### config.mk
export PLATFORM = sky130hd
export DESIGN_NAME = pim_arb_sched
export DESIGN_NICKNAME = d
export VERILOG_FILES = /design/src/rtl/pim_pkg.sv /design/src/rtl/pim_prio_arb.sv /design/src/rtl/pim_arb_sched.sv
export SDC_FILE = /design/constraint.sdc
export NUM_CORES = 1
export LEC_CHECK = 0
export ABC_AREA = 1
export CORE_AREA = 2 2 104 106
export CTS_BUF_LIST = sky130_fd_sc_hd__clkbuf_4 sky130_fd_sc_hd__clkbuf_8 sky130_fd_sc_hd__clkbuf_16
export DETAILED_ROUTE_END_ITERATION = 10
export DIE_AREA = 0 0 106 108
export GPL_TIMING_DRIVEN = 0
export PLACE_DENSITY = 0.81
export RECOVER_POWER = 50
export SLEW_MARGIN = 20
export SYNTH_ARGS = -nofsm -noshare
export SYNTH_HDL_FRONTEND = slang
export SYNTH_SLANG_ARGS = --single-unit
### constraint.sdc
create_clock -name clk -period 1.7 [get_ports clk]
set_input_delay 0.34 -clock clk [delete_from_list [all_inputs] [get_ports clk]]
set_output_delay 0.34 -clock clk [all_outputs]
set_load 0.1 [all_outputs]
### src/rtl/pim_pkg.sv
// Shared types for the PIM arbiter/scheduler: MAC sequencer states and grant select.
package pim_pkg;

  typedef enum logic [1:0] {
    IDLE  = 2'd0,
    RUN   = 2'd1,
    DRAIN = 2'd2
  } state_e;

  typedef enum logic [1:0] {
    NONE = 2'd0,
    WR   = 2'd1,
    RD   = 2'd2,
    MAC  = 2'd3
  } grant_e;

endpackage

### src/rtl/pim_prio_arb.sv
// Single-grant priority arbiter: write > read > MAC beat, unless the MAC beat is forced.
module pim_prio_arb
  import pim_pkg::*;
(
  input  logic   wr_req_i,
  input  logic   rd_req_i,
  input  logic   mac_req_i,
  input  logic   mac_force_i,
  output grant_e grant_o
);

  always_comb begin
    grant_o = NONE;
    if (mac_req_i && mac_force_i) begin
      grant_o = MAC;
    end else if (wr_req_i) begin
      grant_o = WR;
    end else if (rd_req_i) begin
      grant_o = RD;
    end else if (mac_req_i) begin
      grant_o = MAC;
    end
  end

endmodule

### src/rtl/pim_arb_sched.sv
// PIM array front end: arbitrates write, read and MAC-job beats onto one array port.
// Define PIM_ARB_SCHED_STARVE_EN to force a MAC beat after STARVE_LIMIT unserved RUN cycles.
module pim_arb_sched
  import pim_pkg::*;
#(
  parameter int DATA_WIDTH   = 32,
  parameter int ADDR_WIDTH   = 14,
  parameter int LEN_WIDTH    = 8,
  parameter int STARVE_LIMIT = 8
) (
  input  logic                  clk,
  input  logic                  rst_n,
  input  logic                  wr_valid,
  input  logic [ADDR_WIDTH-1:0] wr_addr,
  input  logic [DATA_WIDTH-1:0] wr_data,
  output logic                  wr_ready,
  input  logic                  rd_valid,
  input  logic [ADDR_WIDTH-1:0] rd_addr,
  output logic                  rd_ready,
  output logic                  rd_data_valid,
  output logic [DATA_WIDTH-1:0] rd_data,
  input  logic                  mac_start,
  input  logic [ADDR_WIDTH-1:0] mac_addr,
  input  logic [LEN_WIDTH-1:0]  mac_len,
  output logic                  mac_busy,
  output logic                  mac_done,
  output logic [DATA_WIDTH-1:0] mac_result,
  output logic [ADDR_WIDTH-1:0] pim_addr,
  output logic [DATA_WIDTH-1:0] pim_d,
  output logic                  pim_w_en,
  output logic                  pim_p_en,
  input  logic [DATA_WIDTH-1:0] pim_q,
  input  logic [DATA_WIDTH-1:0] pim_mac_out
);

  state_e                state_q, state_d;
  logic [ADDR_WIDTH-1:0] ptr_q, ptr_d;
  logic [LEN_WIDTH-1:0]  cnt_q, cnt_d;
  logic                  done_q, done_d;
  logic [DATA_WIDTH-1:0] result_q, result_d;
  logic                  rd_vld_q;
  grant_e                grant;
  logic                  mac_force;

`ifdef PIM_ARB_SCHED_STARVE_EN
  localparam int SW = $clog2(STARVE_LIMIT + 1);
  logic [SW-1:0] starve_q, starve_d;

  // Counts consecutive unserved RUN cycles; saturates at the limit until a beat is granted.
  always_comb begin
    starve_d = '0;
    if (state_q == RUN && grant != MAC) begin
      starve_d = (starve_q >= SW'(STARVE_LIMIT)) ? starve_q : starve_q + 1'b1;
    end
  end

  always_ff @(posedge clk) begin
    if (!rst_n) starve_q <= '0;
    else        starve_q <= starve_d;
  end

  assign mac_force = (state_q == RUN) && (starve_q >= SW'(STARVE_LIMIT));
`else
  assign mac_force = 1'b0;
`endif

  pim_prio_arb u_arb (
    .wr_req_i    (wr_valid),
    .rd_req_i    (rd_valid),
    .mac_req_i   (state_q == RUN),
    .mac_force_i (mac_force),
    .grant_o     (grant)
  );

  assign wr_ready = (grant == WR);
  assign rd_ready = (grant == RD);

  always_comb begin
    pim_addr = '0;
    pim_d    = '0;
    pim_w_en = 1'b0;
    pim_p_en = 1'b0;
    case (grant)
      WR: begin
        pim_addr = wr_addr;
        pim_d    = wr_data;
        pim_w_en = 1'b1;
      end
      RD:  pim_addr = rd_addr;
      MAC: begin
        pim_addr = ptr_q;
        pim_p_en = 1'b1;
      end
      default: ;
    endcase
  end

  // A zero count on a granted beat means that beat was the last one of the job.
  always_comb begin
    state_d  = state_q;
    ptr_d    = ptr_q;
    cnt_d    = cnt_q;
    done_d   = 1'b0;
    result_d = result_q;
    case (state_q)
      IDLE: begin
        if (mac_start) begin
          ptr_d   = mac_addr;
          cnt_d   = mac_len;
          state_d = RUN;
        end
      end
      RUN: begin
        if (grant == MAC) begin
          ptr_d = ptr_q + 1'b1;
          if (cnt_q == '0) state_d = DRAIN;
          else             cnt_d = cnt_q - 1'b1;
        end
      end
      DRAIN: begin
        result_d = pim_mac_out;
        done_d   = 1'b1;
        state_d  = IDLE;
      end
      default: state_d = IDLE;
    endcase
  end

  always_ff @(posedge clk) begin
    if (!rst_n) begin
      state_q  <= IDLE;
      ptr_q    <= '0;
      cnt_q    <= '0;
      done_q   <= 1'b0;
      result_q <= '0;
      rd_vld_q <= 1'b0;
    end else begin
      state_q  <= state_d;
      ptr_q    <= ptr_d;
      cnt_q    <= cnt_d;
      done_q   <= done_d;
      result_q <= result_d;
      rd_vld_q <= (grant == RD);
    end
  end

  assign mac_busy      = (state_q != IDLE);
  assign mac_done      = done_q;
  assign mac_result    = result_q;
  assign rd_data_valid = rd_vld_q;
  assign rd_data       = pim_q;

endmodule

==> qor.yml, run 1 <==
synthesis:
  synth_cells: 552
  synthesis.nets: 706
  synth.most_common_cell: "nand2_1"
  synth_top_area_share_pct: 33.98
  yosys_warnings: 0
  synth_commonest_cells: "nand2_1, nor2_1, dfxtp_1"
  synthTopCellsByArea: "dfxtp_1, nand2_1, nor2_1"
  synth_seq_cells: 58
  synth_cell_types: 30
  avgSynthCellArea_um2: 6.190
  synthArstFlopShare_pct: 0
  synth-seq-area-share_pct: 33.98
  ys.flop_type: "dfxtp_1"
  synth_top_area_cell: "dfxtp_1"
  netlist_area_mm2: 0.003417
  synth_edf_count: 0
floorplanning:
  fp.dieW_um: 106
  fp.dieArea_mm2: 0.01145
  initial_core_util_pct: 33.40
  ios: 268
  row_count: 37
  fp.dieH_um: 108
  core-area_mm2: 0.01023
timing:
  worst_slew_margin_rel_pct: 21.74
  maxSlewViolCount: 0
  tns_ns: -3.296
  rsz0062_at_grt: "yes"
  tightest_slew_ns: 1.179
  fin_skew_ns: 0.005373
  setup_slack_ns: -0.2535
  fin_crit_ns: 1.954
  finalHoldViolations: 0
  hold_ws_ns: 0.3971
  min_period_over_period_pct: 114.9
  setup_violations: 24
  timing.fmax_mhz: 511.9
setup_path:
  startpoint_type: "flip-flop"
  crit_fanout: 5
  arrival_ns: 1.61
  cp.required_ns: 1.36
  cp-end-kind: "primary output"
  worstSetupPathType: "flip-flop to primary output"
  critical_path.cell_chain: "inv_2, nor2_4, nand2_4, buf_12, buf_8, o211ai_1, buf_6"
  max_stage_delay_ns: 0.35
  worst_path_max_delay_cell: "dfxtp_4"
grt:
  globalRouteOverflowTotal: 0
  grt_start_max_net_pins: 11
  antenna_found_initial: 1
  grt_pass1_wl_mm: 21.85
  grt_pass1_vias: 4477
  track_usage_pct: 24.59
place:
  gp_congestion: 0.9365
  dpl.hpwl_mm: 11.84
  numPortBuffers: 234
finish:
  syn_to_final_growth_pct: 91.69
  nets: 961
  drive_above_1_share_pct: 26.85
status:
  failed_checks: "setup timing"
  status: "complete, but fails checks"
clock_network:
  cts_buffers: 9
  cts_hold_buf: 0
  clk_latency_ns: 0.34
  cts_tree: "built"
  cts_max_level: 3
  path_clk_slew_ns: 0.07
  cts_buffer_depth: 2
  clock-root-buffer: "clkbuf_8"
  clkSinkCount: 58
power_and_ir_drop:
  power_leakage_uw: 0.002780
  ir_worst_vdd_mv: 0.5193
  p_per_area_mw_per_mm2: 772.6
route:
  via_count: 4533
  ant_nets: 0
  drt_wl_total_mm: 14.93
  first_iter_violations: 288
  vias_per_cell: 4.777
  drcViolationCount: 0
  drt_pass1_iterations: 5
  wl_per_cell_um: 15.73
hold_path:
  worstHoldPathType: "input pin to flip-flop"
flow_run:
  cap_violations: 0
[kinds of logic after synthesis]
kind of cell	count (synthesis)	share of synthesized area, %
AO/OA/AOI/OAI	91	14.54
adder cells (fa/ha/maj)	3	1.099
buffers and inverters	120	17.14
XOR/XNOR	1	0.2564
flip-flops	58	33.98
AND/OR/NAND/NOR	279	32.99
[layout by cell type (no fill, tap or decap), drive strengths merged, types with 2 or more instances in the layout]
cell type,count
nor3,2
clkdlybuf4s50,115
buf,97
a21oi,22
clkdlybuf4s15,35
or2,3
o32ai,2
o22ai,3
nand4,5
ha,3
clkinvlp,33
clkbuf,51
nor2,105
nand2,139
inv,29
a31oi,2
o21ai,51
dfxtp,58
nand3,22
o211ai,10
dlygate4sd2,19
[cell type report]
type                       instances  area, µm²
fill                             890       3681
timing repair buffer             244       2517
multi-input combinational        374       1730
sequential                        58       1166
buffer                            60      397.9
inverter                          60      341.6
clock buffer                      13      178.9
tap                              136      170.2
clock inverter                     3      45.04
antenna                            1      2.502
[path summary, 6_finish.rpt]
kind / from / endpoint / slack [ns] / cells after the start
max: state_q[0] / pim_addr[5] / -0.25 / 7
min: rst_n / ptr_q[3] / 0.40 / 3
max reg2reg: cnt_q[0] / cnt_q[6] / 0.02 / 8
min reg2reg: cnt_q[4] / cnt_q[4] / 0.50 / 2
[power breakdown]
group	leakage [µW]	total, µW	switching (µW)	internal, µW
Sequential	0.000473	1500	70.3	1430
Combinational	0.00220	2160	1450	710
Clock	0.000108	1400	565	837
[through the flow]
| step | setup WS, ns | power [µW] | instance area, µm² | util [%] | std cells |
|---|---|---|---|---|---|
| 2_1_floorplan | -0.8692 | 2953 | 3571 | - | 552 |
| 3_3_place_gp | -1.739 | 3572 | 6083 | 59.46 | 922 |
| 3_5_place_dp | -1.741 | 3600 | 6083 | 59.46 | 922 |
| 4_1_cts | -0.3289 | 5044 | 6516 | 63.69 | 943 |
| 5_1_grt | -0.3458 | 5270 | 6548 | 64.00 | 948 |
| 6_report | -0.2535 | 5061 | 6550 | 64.02 | 949 |
[metal layers]
metal / track usage (%) / vias to the layer above / wire, µm
li1: - / 2209 / -
met1: 23.79 / 2039 / 5009
met2: 47.37 / 250 / 7900
met3: 7.957 / 35 / 1401
met4: 11.28 / 0 / 618
met5: 0 / - / 0
[critical path, delay by kind of cell, from the launching register on]
kind                   cells  cell delay (ns)
flip-flops                 1             0.35
buffers and inverters      4             0.55
AND/OR/NAND/NOR            2             0.18
AO/OA/AOI/OAI              1             0.20
[registers in the layout, indices dropped and copies added, names as in the netlist]
register and cells:
ptr_q 14, state_q 2, mac_result 32, rd_data_valid 1, mac_done 1, cnt_q 8
[repair_timing]
| item | in CTS | in global routing |
|---|---|---|
| pin swaps | 7 | 6 |
| cloned | 1 | 0 |
| resized for setup | 518 | 31 |
| setup buffers | 4 | 5 |
| hold endpoints to repair | 0 | 0 |
| setup endpoints to repair | 117 | 59 |
Note: power is estimated with default switching activity, not from simulation.
==> inputs of run 2 (changes only) <==
--- a/config.mk
+++ b/config.mk
@@ -6,14 +6,15 @@
 export NUM_CORES = 1
 export LEC_CHECK = 0
 export ABC_AREA = 1
-export CORE_AREA = 2 2 104 106
+export CORE_ASPECT_RATIO = 0.75
+export CORE_UTILIZATION = 34
 export CTS_BUF_LIST = sky130_fd_sc_hd__clkbuf_4 sky130_fd_sc_hd__clkbuf_8 sky130_fd_sc_hd__clkbuf_16
 export DETAILED_ROUTE_END_ITERATION = 10
-export DIE_AREA = 0 0 106 108
 export GPL_TIMING_DRIVEN = 0
-export PLACE_DENSITY = 0.81
+export PLACE_DENSITY = 0.82
 export RECOVER_POWER = 50
-export SLEW_MARGIN = 20
+export SLEW_MARGIN = 30
 export SYNTH_ARGS = -nofsm -noshare
 export SYNTH_HDL_FRONTEND = slang
+export SYNTH_HIERARCHICAL = 1
 export SYNTH_SLANG_ARGS = --single-unit
==> run 2 against run 1 <==
Effect of this change: the run still ends with setup timing left; synthesized cell count stayed put; power increased by 39%; setup slack got worse by 0.40 ns; routed wire length up 9.1%; area after synthesis rose by 2.1%; die area decreased by 6.8%; first-iteration DRC count rose by 22%; count of clock-buffer cells in the layout decreased by 2; non-clock buffer count grew 8; critical endpoint is now pim_addr[3]; largest power group unchanged; highest routed layer unchanged.
==> qor.yml, run 2 <==
synthesis:
  synthArstFlopShare_pct: 0  # unchanged
  synth_top_area_cell: "dfxtp_1"
  synthesis.nets: 706  # unchanged
  yosys_warnings: 6  # +6
  ys.flop_type: "dfxtp_1"
  synth_seq_cells: 58  # unchanged
  synth_cell_types: 33  # +10%
  synth_edf_count: 0  # unchanged
  synth_cells: 552  # unchanged
  synthXorXnorAreaFrac_pct: 0.7532  # +0.50 points
  synth_compound_gate_area_share_pct: 14.42  # -0.12 points
  synthMuxAreaShare_pct: 0.8608  # +0.86 points
  netlist_area_mm2: 0.003488  # +2.1%
  synth_top_family_by_area: "simple AND/OR/NAND/NOR gates"
  yosys.area_share.simple_pct: 31.17  # -1.8 points
  avgSynthCellArea_um2: 6.319  # +2.1%
  synthAdderAreaFrac_pct: 1.076  # -0.022 points
  synth-seq-area-share_pct: 33.29  # -0.69 points
  synth_commonest_cells: "nor2_1, nand2_1, inv_1"
  synth.most_common_cell: "nor2_1"
  synthTopCellsByArea: "dfxtp_1, nor2_1, nand2_1"
  synth_top_area_share_pct: 33.29  # -0.69 points
floorplanning:
  fp.dieH_um: 89.72  # -17%
  row_count: 31  # -16%
  initial_core_util_pct: 35.55  # +2.1 points
  fp.dieW_um: 119.0  # +12%
  ios: 268  # unchanged
  core-area_mm2: 0.009813  # -4.1%
  fp.dieArea_mm2: 0.01067  # -6.8%
setup_path:
  worstSetupPathType: "flip-flop to primary output"
  rr_startpoint: "state_q[0]"
  cp-end-kind: "primary output"
  arrival_ns: 2.02  # +0.41 ns
  worst_path_max_delay_cell: "dfxtp_2"
  crit_fanout: 10  # +5
  startpoint_type: "flip-flop"
  r2r_cells: 12  # +4
  max_stage_delay_ns: 0.35  # about the same
  crit_top_cell: "nor2_4"
  rrSetupSlack_ns: -0.22  # -0.24 ns
  cp.required_ns: 1.36  # about the same
  rr_endpoint: "ptr_q[4]"
  critical_path.cell_chain: "inv_2, nor2_4, nor2_4, a21oi_2, nand2_1, clkbuf_8, o211ai_1, buf_6"
flow_run:
  cap_violations: 0  # unchanged
timing:
  finalHoldViolations: 0  # unchanged
  setup_violations: 74  # +210%
  setup_slack_ns: -0.6566  # -0.4030 ns
  hold_ws_ns: 0.4928  # +0.09573 ns
  tightest_slew_ns: 0.9812  # -0.1978 ns
  min_period_over_period_pct: 138.6  # +24 points
  maxSlewViolCount: 0  # unchanged
  fin_crit_ns: 2.357  # +0.4030 ns
  timing.fmax_mhz: 424.3  # -17%
  worst_slew_margin_rel_pct: 34.85  # +13 points
  rsz0062_at_grt: "yes"
  fin_skew_ns: 0.005421  # +0.00004796 ns
route:
  ant_nets: 0  # unchanged
  drt_pass1_iterations: 5  # unchanged
  drt_wl_total_mm: 16.29  # +9.1%
  wl_per_cell_um: 17.05  # +8.4%
  drcViolationCount: 0  # unchanged
  via_count: 4783  # +5.5%
  first_iter_violations: 351  # +22%
  vias_per_cell: 5.008  # +4.9%
finish:
  most-common-layout-cells: "clkdlybuf4s50_1, nor2_1, nand2_1"
  nets: 972  # +1.1%
  syn_to_final_growth_pct: 112.1
  largest_reg_flops: 32  # unchanged
  mostFrequentLayoutCell: "clkdlybuf4s50_1"
  final_cells: 955  # +0.63%
  n_antenna_cell: 0  # -1
  drive_above_1_share_pct: 29.53  # +2.7 points
  fin_area_mm2: 0.007400  # +13%
power_and_ir_drop:
  ir_worst_vdd_mv: 0.7764  # +50%
  total_power_uw: 7060  # +39%
  p_per_area_mw_per_mm2: 954.1  # +23%
  power_leakage_uw: 0.003243  # +17%
status:
  failed_checks: "setup timing"
  status: "complete, but fails checks"
hold_path:
  worstHoldPathType: "flip-flop to flip-flop"
  hold_end: "ptr_q[13]"
  hold_start: "ptr_q[13]"
  holdPathStages: 2  # -1
clock_network:
  clkSinkCount: 58  # unchanged
  cts_tree: "built"
  cts_buffer_depth: 2  # unchanged
  path_clk_slew_ns: 0.05  # -0.02 ns
  cts_max_level: 3  # unchanged
  clk_latency_ns: 0.33  # about the same
  clock-root-buffer: "clkbuf_16"
  cts_hold_buf: 0  # unchanged
  cts_buffers: 9  # unchanged
grt:
  globalRouteOverflowTotal: 0  # unchanged
  grt_pass1_vias: 4919  # +9.9%
  grt_start_max_net_pins: 11  # unchanged
  track_usage_pct: 30.60  # +6.0 points
  antenna_found_initial: 0  # -1
  grt_pass1_wl_mm: 25.53  # +17%
place:
  dpl.hpwl_mm: 10.97  # -7.3%
  gp_congestion: 0.9298  # -0.72%
  dp.cells: 919  # -0.33%
  dpl_cell_area_mm2: 0.006370  # +4.7%
  numPortBuffers: 235  # +0.43%
==> run 2: cell families after synthesis <==
group                    after synthesis
multiplexers                           3
buffers and inverters                123
AND/OR/NAND/NOR                      270
flip-flops                            58
adder cells (fa/ha/maj)                3
AO/OA/AOI/OAI                         91
XOR/XNOR                               3
other                                  1
==> run 2: final cells by class <==
type	instances	area (µm²)
clock buffer	11	246.5
multi-input combinational	371	2054
buffer	55	475.5
clock inverter	5	30.03
tap	132	165.2
sequential	58	1164
inverter	66	265.3
timing repair buffer	257	2999
fill	658	2414
==> run 2: routing by layer <==
layer	GRT usage (%)	up-vias	wire, µm
li1	-	2234	-
met1	33.32	2217	6098
met2	53.80	271	8133
met3	9.898	61	1453
met4	14.14	0	601
met5	0	-	0
==> run 2: worst max-delay path by stage <==
stage / slack, ns / end / depth (start not counted) / startpoint
after floorplan: -1.28 / pim_addr[0] / 9 / state_q[0]
after global placement: -1.97 / pim_d[17] / 9 / wr_valid
after detailed placement: -2.06 / pim_d[9] / 9 / wr_valid
after CTS: -0.65 / pim_d[9] / 11 / state_q[0]
after global routing: -0.71 / pim_addr[9] / 10 / state_q[0]
final: -0.66 / pim_addr[3] / 8 / state_q[0]
==> run 2: per-stage QoR <==
step / utilization, % / TNS (ns) / setup WS, ns
floorplan: - / -49.45 / -1.280
global placement: 64.91 / -106.49 / -1.970
detailed placement: 64.91 / -114.01 / -2.063
CTS: 75.05 / -33.50 / -0.6544
global route: 75.40 / -38.38 / -0.7132
finish: 75.40 / -32.10 / -0.6566
==> run 2: repair_timing <==
item / CTS / global route
setup endpoints to repair: 141 / 97
buffers inserted: 12 / 4
pin swaps: 11 / 6
gates resized for setup: 599 / 10
gates cloned: 6 / 0
==> run 2: worst max-delay path, delay by kind of cell, from the launching register on <==
kind / cells / cell delay [ns]
compound gates: 2 / 0.43
buf+inv: 3 / 0.55
flops: 1 / 0.35
simple gates: 3 / 0.37
==> run 2: power by group <==
group	total (µW)	switching, µW	internal, µW
Combinational	3840	2490	1350
Sequential	1570	103	1460
Clock	1650	620	1030
Total	7060	3220	3840
